### config.mk
export PLATFORM = sky130hd
export DESIGN_NAME = ddram_post_wr_buf_flat
export DESIGN_NICKNAME = d
export VERILOG_FILES = /design/src/rtl/ddram_post_wr_buf_if.sv /design/src/rtl/ddram_post_wr_buf.sv /design/src/flat_wrapper.sv
export SDC_FILE = /design/constraint.sdc
export NUM_CORES = 1
export LEC_CHECK = 0
export BUFFER_PORTS_ARGS = -buffer_cell sky130_fd_sc_hd__buf_2
export CORE_MARGIN = 2
export CORE_UTILIZATION = 25
export DETAILED_ROUTE_END_ITERATION = 6
export GPL_ROUTABILITY_DRIVEN = 0
export PLACE_DENSITY_LB_ADDON = 0.15
export SETUP_SLACK_MARGIN = 0.02
export SLEW_MARGIN = 5
export SYNTH_ARGS = -nofsm -noshare
export SYNTH_HDL_FRONTEND = slang
export SYNTH_SLANG_ARGS = --single-unit
### constraint.sdc
create_clock -name clk -period 12.2 [get_ports clk]
set_input_delay 2.44 -clock clk [delete_from_list [all_inputs] [get_ports clk]]
set_output_delay 2.44 -clock clk [all_outputs]
set_load 0.05 [all_outputs]
### src/rtl/ddram_post_wr_buf_if.sv
// Bus bundle between one requestor (u_*) and one DDR3 arbiter port (d_*).
// slave is the buffer's view; master is the requestor/arbiter environment view.
interface ddram_post_wr_buf_if;
    logic [28:0] u_rd_addr;
    logic [7:0]  u_rd_burstcnt;
    logic        u_rd_req;
    logic        u_rd_ack;
    logic [63:0] u_rd_data;
    logic        u_rd_data_valid;
    logic [28:0] u_wr_addr;
    logic [63:0] u_wr_data;
    logic [7:0]  u_wr_be;
    logic        u_wr_req;
    logic        u_wr_ack;
    logic        u_wr_busy;
    logic [28:0] d_rd_addr;
    logic [7:0]  d_rd_burstcnt;
    logic        d_rd_req;
    logic        d_rd_ack;
    logic [63:0] d_rd_data;
    logic        d_rd_data_valid;
    logic [28:0] d_wr_addr;
    logic [7:0]  d_wr_burstcnt;
    logic [63:0] d_wr_data;
    logic [7:0]  d_wr_be;
    logic        d_wr_req;
    logic        d_wr_ack;
    logic        d_wr_busy;

    modport slave (
        input  u_rd_addr, u_rd_burstcnt, u_rd_req,
        input  u_wr_addr, u_wr_data, u_wr_be, u_wr_req,
        input  d_rd_ack, d_rd_data, d_rd_data_valid, d_wr_ack, d_wr_busy,
        output u_rd_ack, u_rd_data, u_rd_data_valid, u_wr_ack, u_wr_busy,
        output d_rd_addr, d_rd_burstcnt, d_rd_req,
        output d_wr_addr, d_wr_burstcnt, d_wr_data, d_wr_be, d_wr_req
    );

    modport master (
        output u_rd_addr, u_rd_burstcnt, u_rd_req,
        output u_wr_addr, u_wr_data, u_wr_be, u_wr_req,
        output d_rd_ack, d_rd_data, d_rd_data_valid, d_wr_ack, d_wr_busy,
        input  u_rd_ack, u_rd_data, u_rd_data_valid, u_wr_ack, u_wr_busy,
        input  d_rd_addr, d_rd_burstcnt, d_rd_req,
        input  d_wr_addr, d_wr_burstcnt, d_wr_data, d_wr_be, d_wr_req
    );
endinterface

### src/rtl/ddram_post_wr_buf.sv
// Posted-write FIFO and request sequencer in front of one DDR3 arbiter port.
// Define DDRAM_WR_MERGE_EN to merge a same-address write into the FIFO tail entry.
module ddram_post_wr_buf #(
    parameter int unsigned DEPTH_LOG2 = 3
) (
    input  logic                 clk,
    input  logic                 reset,
    ddram_post_wr_buf_if.slave   bus,
    output logic                 idle
);
    localparam int unsigned DEPTH = 1 << DEPTH_LOG2;
    localparam logic [DEPTH_LOG2:0] CNT_FULL = (DEPTH_LOG2+1)'(DEPTH);

    localparam logic [1:0] S_IDLE   = 2'd0;
    localparam logic [1:0] S_WR     = 2'd1;
    localparam logic [1:0] S_RDREQ  = 2'd2;
    localparam logic [1:0] S_RDDATA = 2'd3;

    logic [1:0]            state_q, state_d;
    logic [7:0]            remain_q, remain_d;
    logic [DEPTH_LOG2:0]   count_q, count_d;
    logic [DEPTH_LOG2-1:0] wr_ptr_q, rd_ptr_q;
    logic [28:0]           addr_mem_q [DEPTH];
    logic [63:0]           data_mem_q [DEPTH];
    logic [7:0]            be_mem_q   [DEPTH];

    logic       empty, full, pop, accept, push, merge;
    logic [7:0] rd_bc_eff;

    assign empty     = (count_q == '0);
    assign full      = (count_q == CNT_FULL);
    assign pop       = (state_q == S_WR) && bus.d_wr_ack;
    assign rd_bc_eff = (bus.u_rd_burstcnt == 8'd0) ? 8'd1 : bus.u_rd_burstcnt;

`ifdef DDRAM_WR_MERGE_EN
    logic [DEPTH_LOG2-1:0] tail_ptr;
    logic [63:0]           be_mask;
    logic [63:0]           merged_data;
    localparam logic [DEPTH_LOG2:0] CNT_ONE = (DEPTH_LOG2+1)'(1);

    assign tail_ptr = wr_ptr_q - DEPTH_LOG2'(1);
    // The head being presented downstream must stay stable, so never merge into it.
    assign merge = !empty && (addr_mem_q[tail_ptr] == bus.u_wr_addr)
                   && !((state_q == S_WR) && (count_q == CNT_ONE));
    assign be_mask = {{8{bus.u_wr_be[7]}}, {8{bus.u_wr_be[6]}}, {8{bus.u_wr_be[5]}},
                      {8{bus.u_wr_be[4]}}, {8{bus.u_wr_be[3]}}, {8{bus.u_wr_be[2]}},
                      {8{bus.u_wr_be[1]}}, {8{bus.u_wr_be[0]}}};
    assign merged_data = (data_mem_q[tail_ptr] & ~be_mask) | (bus.u_wr_data & be_mask);
`else
    assign merge = 1'b0;
`endif

    // A same-cycle pop frees a slot, so a full FIFO can still accept.
    assign bus.u_wr_busy = (full && !pop && !merge) || bus.u_rd_req;
    assign accept        = bus.u_wr_req && !bus.u_wr_busy && !reset;
    assign push          = accept && !merge;
    assign bus.u_wr_ack  = accept;

    always_comb begin
        count_d = count_q;
        case ({push, pop})
            2'b10:   count_d = count_q + 1'b1;
            2'b01:   count_d = count_q - 1'b1;
            default: count_d = count_q;
        endcase
    end

    always_comb begin
        state_d  = state_q;
        remain_d = remain_q;
        case (state_q)
            S_IDLE: begin
                if (!empty && !bus.d_wr_busy) begin
                    state_d = S_WR;
                end else if (empty && bus.u_rd_req) begin
                    state_d = S_RDREQ;
                end
            end
            S_WR: begin
                if (bus.d_wr_ack) state_d = S_IDLE;
            end
            S_RDREQ: begin
                if (bus.d_rd_ack) begin
                    remain_d = bus.d_rd_data_valid ? (rd_bc_eff - 8'd1) : rd_bc_eff;
                    state_d  = (remain_d == 8'd0) ? S_IDLE : S_RDDATA;
                end
            end
            S_RDDATA: begin
                if (bus.d_rd_data_valid) begin
                    remain_d = remain_q - 8'd1;
                    if (remain_q == 8'd1) state_d = S_IDLE;
                end
            end
            default: state_d = S_IDLE;
        endcase
    end

    always_ff @(posedge clk) begin
        if (reset) begin
            state_q  <= S_IDLE;
            remain_q <= '0;
            count_q  <= '0;
            wr_ptr_q <= '0;
            rd_ptr_q <= '0;
        end else begin
            state_q  <= state_d;
            remain_q <= remain_d;
            count_q  <= count_d;
            if (push) wr_ptr_q <= wr_ptr_q + DEPTH_LOG2'(1);
            if (pop)  rd_ptr_q <= rd_ptr_q + DEPTH_LOG2'(1);
        end
    end

    always_ff @(posedge clk) begin
        if (push) begin
            addr_mem_q[wr_ptr_q] <= bus.u_wr_addr;
            data_mem_q[wr_ptr_q] <= bus.u_wr_data;
            be_mem_q[wr_ptr_q]   <= bus.u_wr_be;
        end
`ifdef DDRAM_WR_MERGE_EN
        else if (accept) begin
            data_mem_q[tail_ptr] <= merged_data;
            be_mem_q[tail_ptr]   <= be_mem_q[tail_ptr] | bus.u_wr_be;
        end
`endif
    end

    assign bus.d_wr_req      = (state_q == S_WR);
    assign bus.d_wr_addr     = bus.d_wr_req ? addr_mem_q[rd_ptr_q] : '0;
    assign bus.d_wr_data     = bus.d_wr_req ? data_mem_q[rd_ptr_q] : '0;
    assign bus.d_wr_be       = bus.d_wr_req ? be_mem_q[rd_ptr_q]   : '0;
    assign bus.d_wr_burstcnt = bus.d_wr_req ? 8'd1 : '0;

    assign bus.d_rd_req      = (state_q == S_RDREQ);
    assign bus.d_rd_addr     = bus.d_rd_req ? bus.u_rd_addr : '0;
    assign bus.d_rd_burstcnt = bus.d_rd_req ? rd_bc_eff : '0;

    assign bus.u_rd_ack        = bus.d_rd_ack && (state_q == S_RDREQ);
    assign bus.u_rd_data       = bus.d_rd_data;
    assign bus.u_rd_data_valid = bus.d_rd_data_valid &&
                                 ((state_q == S_RDDATA) || ((state_q == S_RDREQ) && bus.d_rd_ack));

    assign idle = empty && (state_q == S_IDLE);
endmodule
### src/flat_wrapper.sv
// flat-port wrapper written by rule: the top's interface ports become plain ports
module ddram_post_wr_buf_flat 
#(
    parameter int unsigned DEPTH_LOG2 = 3
)
  (clk, reset, idle, bus_u_rd_addr, bus_u_rd_burstcnt, bus_u_rd_req, bus_u_wr_addr, bus_u_wr_data, bus_u_wr_be, bus_u_wr_req, bus_d_rd_ack, bus_d_rd_data, bus_d_rd_data_valid, bus_d_wr_ack, bus_d_wr_busy, bus_u_rd_ack, bus_u_rd_data, bus_u_rd_data_valid, bus_u_wr_ack, bus_u_wr_busy, bus_d_rd_addr, bus_d_rd_burstcnt, bus_d_rd_req, bus_d_wr_addr, bus_d_wr_burstcnt, bus_d_wr_data, bus_d_wr_be, bus_d_wr_req);
  ddram_post_wr_buf_if bus_i ();
  input  logic clk;
  input  logic reset;
  output logic idle;
  input wire logic [$bits(bus_i.u_rd_addr)-1:0] bus_u_rd_addr;
  input wire logic [$bits(bus_i.u_rd_burstcnt)-1:0] bus_u_rd_burstcnt;
  input wire logic [$bits(bus_i.u_rd_req)-1:0] bus_u_rd_req;
  input wire logic [$bits(bus_i.u_wr_addr)-1:0] bus_u_wr_addr;
  input wire logic [$bits(bus_i.u_wr_data)-1:0] bus_u_wr_data;
  input wire logic [$bits(bus_i.u_wr_be)-1:0] bus_u_wr_be;
  input wire logic [$bits(bus_i.u_wr_req)-1:0] bus_u_wr_req;
  input wire logic [$bits(bus_i.d_rd_ack)-1:0] bus_d_rd_ack;
  input wire logic [$bits(bus_i.d_rd_data)-1:0] bus_d_rd_data;
  input wire logic [$bits(bus_i.d_rd_data_valid)-1:0] bus_d_rd_data_valid;
  input wire logic [$bits(bus_i.d_wr_ack)-1:0] bus_d_wr_ack;
  input wire logic [$bits(bus_i.d_wr_busy)-1:0] bus_d_wr_busy;
  output wire logic [$bits(bus_i.u_rd_ack)-1:0] bus_u_rd_ack;
  output wire logic [$bits(bus_i.u_rd_data)-1:0] bus_u_rd_data;
  output wire logic [$bits(bus_i.u_rd_data_valid)-1:0] bus_u_rd_data_valid;
  output wire logic [$bits(bus_i.u_wr_ack)-1:0] bus_u_wr_ack;
  output wire logic [$bits(bus_i.u_wr_busy)-1:0] bus_u_wr_busy;
  output wire logic [$bits(bus_i.d_rd_addr)-1:0] bus_d_rd_addr;
  output wire logic [$bits(bus_i.d_rd_burstcnt)-1:0] bus_d_rd_burstcnt;
  output wire logic [$bits(bus_i.d_rd_req)-1:0] bus_d_rd_req;
  output wire logic [$bits(bus_i.d_wr_addr)-1:0] bus_d_wr_addr;
  output wire logic [$bits(bus_i.d_wr_burstcnt)-1:0] bus_d_wr_burstcnt;
  output wire logic [$bits(bus_i.d_wr_data)-1:0] bus_d_wr_data;
  output wire logic [$bits(bus_i.d_wr_be)-1:0] bus_d_wr_be;
  output wire logic [$bits(bus_i.d_wr_req)-1:0] bus_d_wr_req;
  assign bus_i.u_rd_addr = bus_u_rd_addr;
  assign bus_i.u_rd_burstcnt = bus_u_rd_burstcnt;
  assign bus_i.u_rd_req = bus_u_rd_req;
  assign bus_i.u_wr_addr = bus_u_wr_addr;
  assign bus_i.u_wr_data = bus_u_wr_data;
  assign bus_i.u_wr_be = bus_u_wr_be;
  assign bus_i.u_wr_req = bus_u_wr_req;
  assign bus_i.d_rd_ack = bus_d_rd_ack;
  assign bus_i.d_rd_data = bus_d_rd_data;
  assign bus_i.d_rd_data_valid = bus_d_rd_data_valid;
  assign bus_i.d_wr_ack = bus_d_wr_ack;
  assign bus_i.d_wr_busy = bus_d_wr_busy;
  assign bus_u_rd_ack = bus_i.u_rd_ack;
  assign bus_u_rd_data = bus_i.u_rd_data;
  assign bus_u_rd_data_valid = bus_i.u_rd_data_valid;
  assign bus_u_wr_ack = bus_i.u_wr_ack;
  assign bus_u_wr_busy = bus_i.u_wr_busy;
  assign bus_d_rd_addr = bus_i.d_rd_addr;
  assign bus_d_rd_burstcnt = bus_i.d_rd_burstcnt;
  assign bus_d_rd_req = bus_i.d_rd_req;
  assign bus_d_wr_addr = bus_i.d_wr_addr;
  assign bus_d_wr_burstcnt = bus_i.d_wr_burstcnt;
  assign bus_d_wr_data = bus_i.d_wr_data;
  assign bus_d_wr_be = bus_i.d_wr_be;
  assign bus_d_wr_req = bus_i.d_wr_req;
  ddram_post_wr_buf #(.DEPTH_LOG2(DEPTH_LOG2)) u_core (.clk(clk), .reset(reset), .bus(bus_i), .idle(idle));
endmodule
# Word-level counts from Yosys, hierarchy flattened
# Memories as Yosys holds them, arrays and structs flattened. A register that Yosys moved wholly into a read port is not among the register bits.
# Cells that the tools add are included.
dict set report op_classes {
  order_cmp 0
  n_bitwise 0
  reduce_logical 24
  div 0
  n_addsub 6
  n_eq_ne 12
  muxes 28
  n_mul 0
  shift 0
}
# op n
set ops {}
lappend ops {{$mux 64} 1}
lappend ops {{$mux 29} 2}
lappend ops {{$mux 8} 6}
lappend ops {{$mux 3} 6}
lappend ops {{$logic_not 8->1} 2}
lappend ops {{$pmux 8 s2} 1}
lappend ops {{$sub 8x1->8 const B} 2}
lappend ops {{$mux 2} 7}
lappend ops {{$logic_and 1x1->1} 9}
lappend ops {{$eq 8x1->1 const B} 1}
lappend ops {{$pmux 2 s4} 1}
lappend ops {{$pmux 4 s2} 1}
lappend ops {{$add 3x1->3 const B} 2}
lappend ops {{$eq 2x2->1 const B} 3}
lappend ops {{$ne 2x2->1 const B} 3}
lappend ops {{$logic_not 1->1} 5}
lappend ops {{$reduce_and 5->1} 1}
lappend ops {{$add 4x1->4 const B} 1}
lappend ops {{$eq 2x1->1 const B} 2}
lappend ops {{$eq 4x4->1 const B} 1}
lappend ops {{$logic_not 4->1} 1}
lappend ops {{$reduce_bool 2->1} 2}
lappend ops {{$sub 4x1->4 const B} 1}
lappend ops {{$mux 1} 3}
lappend ops {{5 further kinds} 6}
dict set report totals {
  rom_bits 0
  output_inout_bits 217
  ff_bits 20
  n_memories 3
  word_cells 78
  input_bits 210
  mem_bits_rw 808
  latch_bits 0
}
# memory words word_bits read_ports rd_clocked_by_memory_dff wr line
set mem_list {}
lappend mem_list {u_core.data_mem_q 8 64 1 1 1 ddram_post_wr_buf.sv:24} ;# logic [63:0] data_mem_q [DEPTH];
lappend mem_list {u_core.addr_mem_q 8 29 1 1 1 ddram_post_wr_buf.sv:23} ;# logic [28:0] addr_mem_q [DEPTH];
lappend mem_list {u_core.be_mem_q 8 8 1 1 1 ddram_post_wr_buf.sv:25} ;# logic [7:0] be_mem_q [DEPTH];

# Longest topological paths before layout
# Gate-level depths: netlist of the first run.
dict set report depth {
  word_depth 10
  ltp_mapped 11
  ltp_nobuf 11
}

# Worst setup path after synthesis of the first run
# Ideal clock, no wire load.
dict set report synth_path {
  kind {input to register}
  startpoint {input bus_d_wr_ack}
  endpoint {memory u_core.addr_mem_q[4][0], enable pin}
  n_path_buf 0
  path_stages 5
  setup_time_ns 0.685
  arrival_time_ns 10.826
  required_ns 11.515
  path_slack_ns 0.689
  path_cell_list {nand3b_1 a31o_2 nor3_2 nand2_1 nor3_1}
}
dict set report synth_via {
  elab_chain_len 9
}
# item line
set synth_lines {}
lappend synth_lines {{start, declared} flat_wrapper.sv:21} ;# input wire logic [$bits(bus_i.d_wr_ack)-1:0] bus_d_wr_ack;
lappend synth_lines {{$logic_and 1x1->1} ddram_post_wr_buf.sv:32} ;# assign pop = (state_q == S_WR) && bus.d_wr_ack;
lappend synth_lines {{$logic_not 1->1} ddram_post_wr_buf.sv:54} ;# assign bus.u_wr_busy = (full && !pop && !merge) || bus.u_rd_req;
lappend synth_lines {{$logic_and 1x1->1} ddram_post_wr_buf.sv:54}
lappend synth_lines {{$logic_or 1x1->1} ddram_post_wr_buf.sv:54}
lappend synth_lines {{named net bus_u_wr_busy} flat_wrapper.sv:27} ;# output wire logic [$bits(bus_i.u_wr_busy)-1:0] bus_u_wr_busy;
lappend synth_lines {{$logic_not 1->1} ddram_post_wr_buf.sv:55} ;# assign accept = bus.u_wr_req && !bus.u_wr_busy && !reset;
lappend synth_lines {{$logic_and 1x1->1 (2 in a row)} ddram_post_wr_buf.sv:55}
lappend synth_lines {{named net bus_u_wr_ack} flat_wrapper.sv:26} ;# output wire logic [$bits(bus_i.u_wr_ack)-1:0] bus_u_wr_ack;
lappend synth_lines {{$mux 1} ddram_post_wr_buf.sv:115} ;# if (push) begin
lappend synth_lines {{$mux 1 (not written as such)} ddram_post_wr_buf.sv:116} ;# addr_mem_q[wr_ptr_q] <= bus.u_wr_addr;
lappend synth_lines {{end, declared} ddram_post_wr_buf.sv:23}
# The timed path passes the listed nets, and every way through them passes these cells.

==> results of run 1 <==
cell usage after synthesis, types with 2 or more instances:
library cell	n
a211oi_1	2
a21o_1	2
a21oi_1	15
a221oi_1	2
and2_1	37
buf_1	18
buf_2	22
buf_4	75
clkbuf_1	34
dfxtp_1	23
edfxtp_1	808
ha_1	8
inv_1	14
mux2i_1	103
mux4_2	202
nand2_1	22
nand2b_1	4
nand3b_1	2
nor2_1	126
nor2b_1	4
nor3_1	6
nor3_2	2
nor4_1	2
o21ai_0	9
o21ai_1	5
or3_1	4
or4_1	3
or4_4	2
xnor2_1	6
xor2_1	5
power by group:
| part | switching, W | leakage, nW | internal [W] |
|---|---|---|---|
| logic | 0.000456 | 3.39 | 0.000199 |
| clock network | 0.00112 | 1.49 | 0.00166 |
| registers | 0.0000227 | 7.47 | 0.00316 |
| total | 0.00160 | 12.3 | 0.00501 |
through the flow:
step / area (µm²) / total power (W) / instances
finish: 39000 / 0.006615 / 3691
global route: 39000 / 0.006870 / 3691
CTS: 39000 / 0.006735 / 3691
detailed placement: 35930 / 0.003913 / 3514
global placement: 35930 / 0.003907 / 3514
floorplan: 32860 / 0.003764 / 1599
worst max-delay path: stages (launching register included):
cell     delay [ns]
dfxtp_4        0.77
buf_4          0.83
buf_4          0.84
mux4_2         0.59
mux2i_1        0.16
nor2_1         0.11
buf_2          0.29
sequential cells by signal (all words and copies together) (netlist names), named ones only:
register,count
u_core.data_mem_q,512
u_core.remain_q,8
u_core.wr_ptr_q,3
u_core.state_q,2
u_core.addr_mem_q,232
u_core.count_q,4
u_core.be_mem_q,64
u_core.rd_ptr_q,3
cells in the final DEF, fill, tap and decap left out, types with 14 or more instances in the layout:
cell / instances
a21oi_1: 15
and2_1: 37
buf_2: 291
buf_4: 32
clkbuf_1: 29
clkbuf_16: 101
clkinv_1: 22
dfxtp_1: 20
edfxtp_1: 808
inv_1: 14
mux2i_1: 103
mux4_2: 202
nand2_1: 22
nor2_1: 120
kinds of logic after synthesis:
kind of cell / Yosys count / synth area share [%]
DFF: 831 / 75.30
xor gates and xnor gates: 11 / 0.2934
buffers and inverters: 164 / 2.839
adders and majority gates: 9 / 0.3658
AOI/OAI and AO/OA: 47 / 0.9146
and+or+nand+nor: 224 / 3.247
muxes: 306 / 17.03
other: 1 / 0.01142
final cells by class:
cell class,instances,share of cell area (%)
well taps,1742,5.588
inverters,14,0.1347
multi-input cells,604,18.62
clock inverters,47,1.126
repair buffers,323,4.350
clock buffers,130,6.759
flip-flops and latches,831,63.42
layer usage:
metal	up-vias	track usage, %
li1	6940	-
met1	8452	14.89
met2	332	22.60
met3	222	3.052
met4	28	3.854
met5	-	0
how the worst max path moves through the flow:
stage	start	endpoint	slack, ns	depth (start not counted)
6_report	flop	bus_d_wr_addr[4]	5.36	6
5_1_grt	flop	bus_d_wr_data[61]	4.82	6
4_1_cts	flop	bus_d_wr_addr[0]	5.00	6
3_5_place_dp	flop	bus_d_wr_addr[0]	5.75	6
3_3_place_gp	flop	bus_d_wr_addr[5]	5.76	6
2_1_floorplan	bus_d_wr_ack	u_core.addr_mem_q[4][0]	0.69	5
==> metrics.md, run 1 <==
| Metric | Value |
|---|---|
| Via Count | `approximately 16k` |
| Largest net degree at the start of global routing | `between 50 and 60` |
| CTS clk-pin slew, worst paths | `0.05 ns` |
| Post-synthesis cell type count | `56` |
| Post-Syn Area | `roughly 33000 µm²` |
| Endpoints failing setup | `0` |
| Die Span X | `roughly 370 µm` |
| Maximum buffer depth of the clock tree | `3` |
| Max-cap check violation count | `0` |
| GR Overflow Total | `0` |
| Via-to-Cell Ratio | `4.328` |
| Post_cts resized | `0` |
| Synth top area cells | `edfxtp_1 (74%), mux4_2 (14%), mux2i_1 (3.1%)` |
| Worst EP required | `roughly 9.8 ns` |
| FF/Latch Area | `between 20000 and 25000 µm²` |
| Final nets | `~2.1k` |
| Met1 WL | `34450 µm` |
| Filler cells | `about 13k` |
| ANT cells | `0` |
| Synth Flop Type | `edfxtp_1` |
| I/O pin cnt | `around 430` |
| Area growth syn-to-layout | `18.79%` |
| Max VDD drop | `about 0.00011 V` |
| Post-DRT Antenna Nets | `0` |
| Detailed Route WL | `around 85000 µm` |
| Die area | `about 130000 µm²` |
| Classification of the worst setup path | `reg2out` |
| Hold Path Depth | `2` |
| Pre-CTS setup slack | `5.753 ns` |
| Pwr/cell area | `between 150 and 200 nW/µm²` |
| LEAKAGE | `between 10 and 15 nW` |
| Port Buffers | `roughly 290` |
| Start of the worst register-to-register path | `u_core.state_q[0]` |
| Fin. max-slew vios | `0` |
| Max-slew headroom | `approximately 29%` |
| All-Layer GR Usage | `about an eighth` |
| Final TNS setup | `0 ns` |
| CTS H-tree depth | `3` |
| Unrepaired setup endpoints after global routing | `no` |
| Reg2Reg Capture Point | `u_core.data_mem_q[0][48]` |
| Clk_skew | `between 0.02 and 0.025 ns` |
| Latest clock arrival within the worst-skew pair | `0.68 ns` |
| Final Cycle Share | `56.06%` |
| Synth top area share | `between 70% and 80%` |
| CTS tree | `built` |
| Die span in y | `366.4 µm` |
| Ratio of cells with drive above 1 in the final layout | `about a third` |
| HP Class | `reg2reg` |
| Post-synthesis sequential area ratio | `between 70% and 80%` |
| Core Area | `around 130000 µm²` |
| FF+latch count, synth | `a little over 800` |
| YS warnings | `0` |
| Drt pass-1 iters | `4` |
| Synth Instances | `approximately 1.6k` |
| Status | `finished, final reports clean` |
| Vias in the first global route | `~17k` |
| Root Driver | `clkbuf_16` |
| Final hold slack | `approximately 0.48 ns` |
| Startpoint Class | `flop` |
| Total length of routed met3 wires | `around 3700 µm` |
| Starting DRT DRC Count | `slightly below 1k` |
| Post-synth EDFFs | `approximately 810` |
| Area of the multi-input gates | `slightly above 7000 µm²` |
| Wire per inst | `23.11 µm` |
| Min Clock Period, post-route | `between 6 and 7 ns` |
| First-pass GRT wire length | `124100 µm` |
| Maximum clock rate | `0.1462 GHz` |
| Highest routed layer | `met5` |
| PnR worst setup slack | `5.360 ns` |
| Starting Density | `25.26%` |
| CTS buffer count | `98` |
| Rows | `about 130` |
| Synthesized area per cell | `about 21 µm²` |
| Worst Tran Pin Value | `1.059 ns` |
| Hold_buf cts | `0` |
| Remaining DRCs | `0` |
| Crit Path Max Fanout | `43` |
| Hold Violations, Final | `0` |
| Util after Layout | `around 30%` |
| Worst reg2reg setup slack | `about 7.8 ns` |
| Worst r2r path cells | `7` |
| Post-CTS repair timing setup buffer count | `0` |
| Initial antenna violation count | `29` |
| Area leader, netlist | `edfxtp_1` |
| Dpl hpwl | `between 40000 and 50000 µm` |
| Synth async-reset ratio | `0%` |
| CTS Sinks | `~830` |
| Hold_sp | `u_core.rd_ptr_q[1]` |
| WL met2 | `~44000 µm` |
| CP endpoint kind | `output port` |
| Worst EP arrival | `4.40 ns` |
No activity file was read; power rests on OpenSTA's default activity.
==> run 2: changes to the inputs <==
- clock period: 12.2 -> 7.1 ns (I/O delays scaled with it)
==> run 2 against run 1 <==
Utilization up 0.086 points. Sequential share of layout area fell by 0.18 points. Hold slack improved by 0.014 ns. Sequential power increased by 72%. Combinational power grew 73%. Non-clock buffer count rose by 1. Routed wire length decreased by 1.1%. Global-route usage shrank 0.15 points. First-iteration DRC count decreased by 9.8%. Total power rose by 71%. Largest power group unchanged. Worst setup slack lost 3.2 ns.
==> metrics.md, run 2 (synthesized netlist as in run 1, its figures left out) <==
| Metric | Value |
|---|---|
| CTS buffer count | `95` |
| Area growth syn-to-layout | `19.13%` |
| Final hold slack | `about 0.50 ns` |
| CTS Sinks | `roughly 830` |
| Port Buffers | `about 290` |
| Gr busiest metal | `met2` |
| PnR worst setup slack | `2.158 ns` |
| Util after Layout | `a little under a third` |
| HP Class | `reg2reg` |
| All-Layer GR Usage | `between 10% and 20%` |
| Worst EP required | `approximately 5.7 ns` |
| Maximum buffer depth of the clock tree | `3` |
| Met3 Usage GRT | `3.066%` |
| Grt met2 use | `between 20 and 25%` |
| Unrepaired setup endpoints after global routing | `no` |
| Clk_skew | `roughly 0.019 ns` |
| Status | `finished, final reports clean` |
| Fin. max-slew vios | `0` |
| Largest registers | `u_core.data_mem_q x512, u_core.addr_mem_q x232, u_core.be_mem_q x64` |
| Inst Count DP | `about 3.5k` |
| Via-to-Cell Ratio | `4.326` |
| I/O pin cnt | `between 400 and 500` |
| Remaining DRCs | `0` |
| CTS H-tree depth | `3` |
| CP endpoint kind | `output port` |
| Hold_buf cts | `0` |
| Crit Path Max Fanout | `41` |
| Rows | `132` |
| Max FFs per register | `roughly 500` |
| Die span in y | `approximately 370 µm` |
| Biggest register | `u_core.data_mem_q` |
| Via Count | `about 16k` |
| Final nets | `around 2.1k` |
| Root Driver | `clkbuf_16` |
| Post_cts resized | `0` |
| Max-cap check violation count | `0` |
| Hold Violations, Final | `0` |
| Maximum clock rate | `a little over 0.2 GHz` |
| Wire per inst | `22.88 µm` |
| Post-Layout Cell Count | `3685` |
| Most frequent cells in the layout | `edfxtp_1 (808), buf_2 (291), mux4_2 (202)` |
| Startpoint Class | `flop` |
| Dpl hpwl | `around 47000 µm` |
| Final TNS setup | `0 ns` |
| Pwr/cell area | `about 290 nW/µm²` |
| Detailed Route WL | `around 84000 µm` |
| Min Clock Period, post-route | `4.942 ns` |
| LEAKAGE | `12.35 nW` |
| Latest clock arrival within the worst-skew pair | `0.67 ns` |
| Post-DRT Antenna Nets | `0` |
| Pre-CTS setup slack | `2.719 ns` |
| Starting DRT DRC Count | `~890` |
| Ratio of cells with drive above 1 in the final layout | `34.71%` |
| Classification of the worst setup path | `reg2out` |
| Core Area | `about 130000 µm²` |
| Drt pass-1 iters | `5` |
| Starting Density | `approximately a quarter` |
| Max VDD drop | `0.0001825 V` |
| CTS tree | `built` |
| Final Cycle Share | `between 60% and 70%` |
| CTS clk-pin slew, worst paths | `0.06 ns` |
| Post-CTS repair timing setup buffer count | `0` |
| Initial antenna violation count | `21` |
| Max-slew headroom | `20.91%` |
| Worst Tran Pin Value | `roughly 1.2 ns` |
| Die Span X | `between 300 and 400 µm` |
| Die area | `134300 µm²` |
| Largest net degree at the start of global routing | `between 100 and 150` |
| Met1 Use GR | `between 10% and 20%` |
| First-pass GRT wire length | `between 100000 and 150000 µm` |
| Worst EP arrival | `3.52 ns` |
| Vias in the first global route | `17.57k` |
| Endpoints failing setup | `0` |
| Most common cell after layout, fill and taps aside | `edfxtp_1` |
| GR Overflow Total | `0` |
[run 2: metrics by stage]
step	instance area [µm²]	total power, W
detailed placement	36130	0.006729
finish	39110	0.01131
global placement	36130	0.006717
global route	39110	0.01175
CTS	39110	0.01152
floorplan	32870	0.006465
[run 2: layout make-up]
type                       instances  area (µm²)
fill                           12718       90870
multi-input combinational        604        7276
timing repair buffer             324        1892
clock buffer                     122        2542
tap                             1742        2180
antenna                            1       2.502
inverter                          14       52.55
sequential                       831       24740
clock inverter                    47       434.2
[run 2: path summary, 6_finish.rpt]
kind                                    startpoint  cells after the start  slack [ns]                        to
worst max-delay path                          flop                      5        2.16         bus_d_wr_data[62]
worst max register to register   u_core.state_q[0]                      6        3.55  u_core.data_mem_q[4][23]
worst min register to register  u_core.rd_ptr_q[1]                      2        0.50                      flop
worst min-delay path            u_core.rd_ptr_q[1]                      2        0.50                      flop
[run 2: critical path, cell delays in order, from the launching register on]
cell and delay [ns]:
dfxtp_4 1.01, buf_4 0.60, mux4_2 0.59, mux2i_1 0.27, nor2_1 0.08, buf_2 0.24
[run 2: where the power goes]
group	switching [W]	internal, W
registers	0.0000443	0.00542
clock network	0.00192	0.00280
logic	0.000781	0.000348
total	0.00274	0.00857
[run 2: metal layers]
layer,vias up,part of all wire (%)
li1,6931,-
met1,8426,42
met2,349,51
met3,214,4.6
met4,22,3.1
met5,-,0.16
==> run 3: changes to the inputs <==
- clock period: 7.1 -> 4.7 ns (I/O delays scaled with it)
==> run 3 against run 2 <==
First-iteration DRC count up 8.6%. Via count increased by 0.98%. Hold slack got worse by 0.020 ns. Routed wire length down 1.2%. Critical path depth rose by 1. Critical path type unchanged.
==> metrics.md, run 3 (synthesized netlist as in run 1, its figures left out) <==
| Metric | Value |
|---|---|
| Fin. max-slew vios | `0` |
| Die area | `134300 µm²` |
| Maximum clock rate | `roughly 0.25 GHz` |
| PnR worst setup slack | `around 0.72 ns` |
| Max-cap check violation count | `0` |
| Largest registers | `u_core.data_mem_q x512, u_core.addr_mem_q x232, u_core.be_mem_q x64` |
| Post_cts resized | `0` |
| Root Driver | `clkbuf_16` |
| Final nets | `2122` |
| Final hold slack | `approximately 0.48 ns` |
| I/O pin cnt | `approximately 430` |
| CTS clk-pin slew, worst paths | `about 0.06 ns` |
| Clock share of power | `41.4%` |
| Hold Violations, Final | `0` |
| Hold_buf cts | `0` |
| Pwr/cell area | `430.8 nW/µm²` |
| Initial antenna violation count | `26` |
| Max VDD drop | `0.0002824 V` |
| Slowest-stage cell, CP | `dfxtp_4` |
| Largest net degree at the start of global routing | `between 50 and 60` |
| Rows | `132` |
| GR Overflow Total | `0` |
| All-Layer GR Usage | `~12%` |
| Unrepaired setup endpoints after global routing | `no` |
| Dpl hpwl | `between 40000 and 50000 µm` |
| Most frequent cells in the layout | `edfxtp_1 (808), buf_2 (291), mux4_2 (202)` |
| Via Count | `16.10k` |
| Reg power frac | `48.3%` |
| Cell Chain, Critical Path | `buf_12, buf_12, mux4_2, mux2i_1, nor2_1, buf_2` |
| Post-CTS repair timing setup buffer count | `0` |
| Die span in y | `about 370 µm` |
| Endpoints failing setup | `0` |
| CTS H-tree depth | `3` |
| Post-DRT Antenna Nets | `0` |
| Crit Path Max Fanout | `23` |
| Ratio of cells with drive above 1 in the final layout | `36.01%` |
| LEAKAGE | `between 10 and 15 nW` |
| Wire per inst | `22.36 µm` |
| Vias in the first global route | `between 15k and 20k` |
| Switch share | `roughly 24%` |
| Classification of the worst setup path | `reg2out` |
| Start of the worst register-to-register path | `u_core.state_q[0]` |
| Maximum buffer depth of the clock tree | `3` |
| Starting DRT DRC Count | `around 960` |
| Most common cell after layout, fill and taps aside | `edfxtp_1` |
| Via-to-Cell Ratio | `4.319` |
| Core Area | `130000 µm²` |
| Design Power | `0.01707 W` |
| HP Class | `reg2reg` |
| Port Buffers | `between 200 and 300` |
| Biggest register | `u_core.data_mem_q` |
| Worst Tran Pin Value | `0.9855 ns` |
| Clk_skew | `roughly 0.022 ns` |
| Area growth syn-to-layout | `20.65%` |
| Starting Density | `between 20 and 30%` |
| FF/Latch Area | `24740 µm²` |
| Startpoint Class | `flop` |
| Remaining DRCs | `0` |
| CP endpoint kind | `output port` |
| Max FFs per register | `just over 500` |
| Max-slew headroom | `about 34%` |
| Status | `finished, final reports clean` |
| Worst reg2reg setup slack | `between 1 and 1.5 ns` |
| Final Cycle Share | `a little over four fifths` |
| First-pass GRT wire length | `122300 µm` |
| Drt pass-1 iters | `5` |
| Latest clock arrival within the worst-skew pair | `0.66 ns` |
| Filler cells | `12.69k` |
| CTS tree | `built` |
| Worst path max stage delay | `between 0.7 and 0.8 ns` |
| Pre-CTS setup slack | `between 1 and 1.5 ns` |
| CTS buffer count | `96` |
| Worst EP arrival | `between 3 and 4 ns` |
| Min Clock Period, post-route | `slightly below 4 ns` |
| CTS Sinks | `831` |
| Area of the multi-input gates | `roughly 7300 µm²` |
| Logic gate share of total power | `10.2%` |
| Hold_sp | `u_core.rd_ptr_q[1]` |
| Psw | `about 0.0042 W` |
| Detailed Route WL | `approximately 83000 µm` |
| Worst EP required | `about 3.8 ns` |
| Die Span X | `roughly 370 µm` |
| Critical path's most frequent cell | `buf_12` |
| P_int | `0.01290 W` |
-- run 3: cell types whose count changed in the layout (fill, tap and decap cells not counted), moves of 2 or more --
cell,change
diode_2,+4
clkinv_8,+3
bufinv_16,-2
clkbuf_8,+3
clkinvlp_4,+3
buf_12,+16
clkinv_1,+2
buf_4,+16
-- run 3: cell type report --
type,count,area share (%)
clock buffers,123,6.449
multi-input cells,604,18.43
flip-flops and latches,831,62.44
well taps,1742,5.502
diodes,5,0.03158
clock inverters,52,1.131
inverters,14,0.1327
repair buffers,356,5.887
-- run 3: stage by stage --
step,utilization (%),TNS (ns),instance area (µm²),cells
5_1_grt,30.47,0,39610,3723
3_5_place_dp,28.16,0,36600,3547
3_3_place_gp,28.16,0,36600,3547
2_1_floorplan,-,-354.57,32930,1599
4_1_cts,30.47,0,39600,3722
6_report,30.48,0,39620,3727
-- run 3: critical path, delay by kind of cell, from the launching register on --
family | cells | cell delay, ns
buffers and inverters | 3 | 0.77
DFF | 1 | 0.72
muxes | 2 | 0.72
and+or+nand+nor | 1 | 0.10
-- run 3: metal layers --
metal  track usage, %  routed length (µm)  vias up
met5                0                 151        -
li1                 -                   -     7005
met1            15.04               35150     8503
met4            4.004                2486       24
met3            2.942                3714      232
met2            21.24               41820      334
-- run 3: path summary, 6_finish.rpt --
| check | to | depth (start not counted) |
|---|---|---|
| max reg2reg | u_core.data_mem_q[6][24] | 6 |
| min reg2reg | flop | 2 |
| max | bus_d_wr_data[38] | 6 |
| min | flop | 2 |
-- run 3: power groups by stage --
stage	Sequential, W	Clock [W]	Combinational [W]
floorplan	0.00837	0	0.00139
global placement	0.00840	0	0.00178
detailed placement	0.00840	0	0.00179
CTS	0.00825	0.00734	0.00180
global route	0.00825	0.00762	0.00188
finish	0.00825	0.00707	0.00175
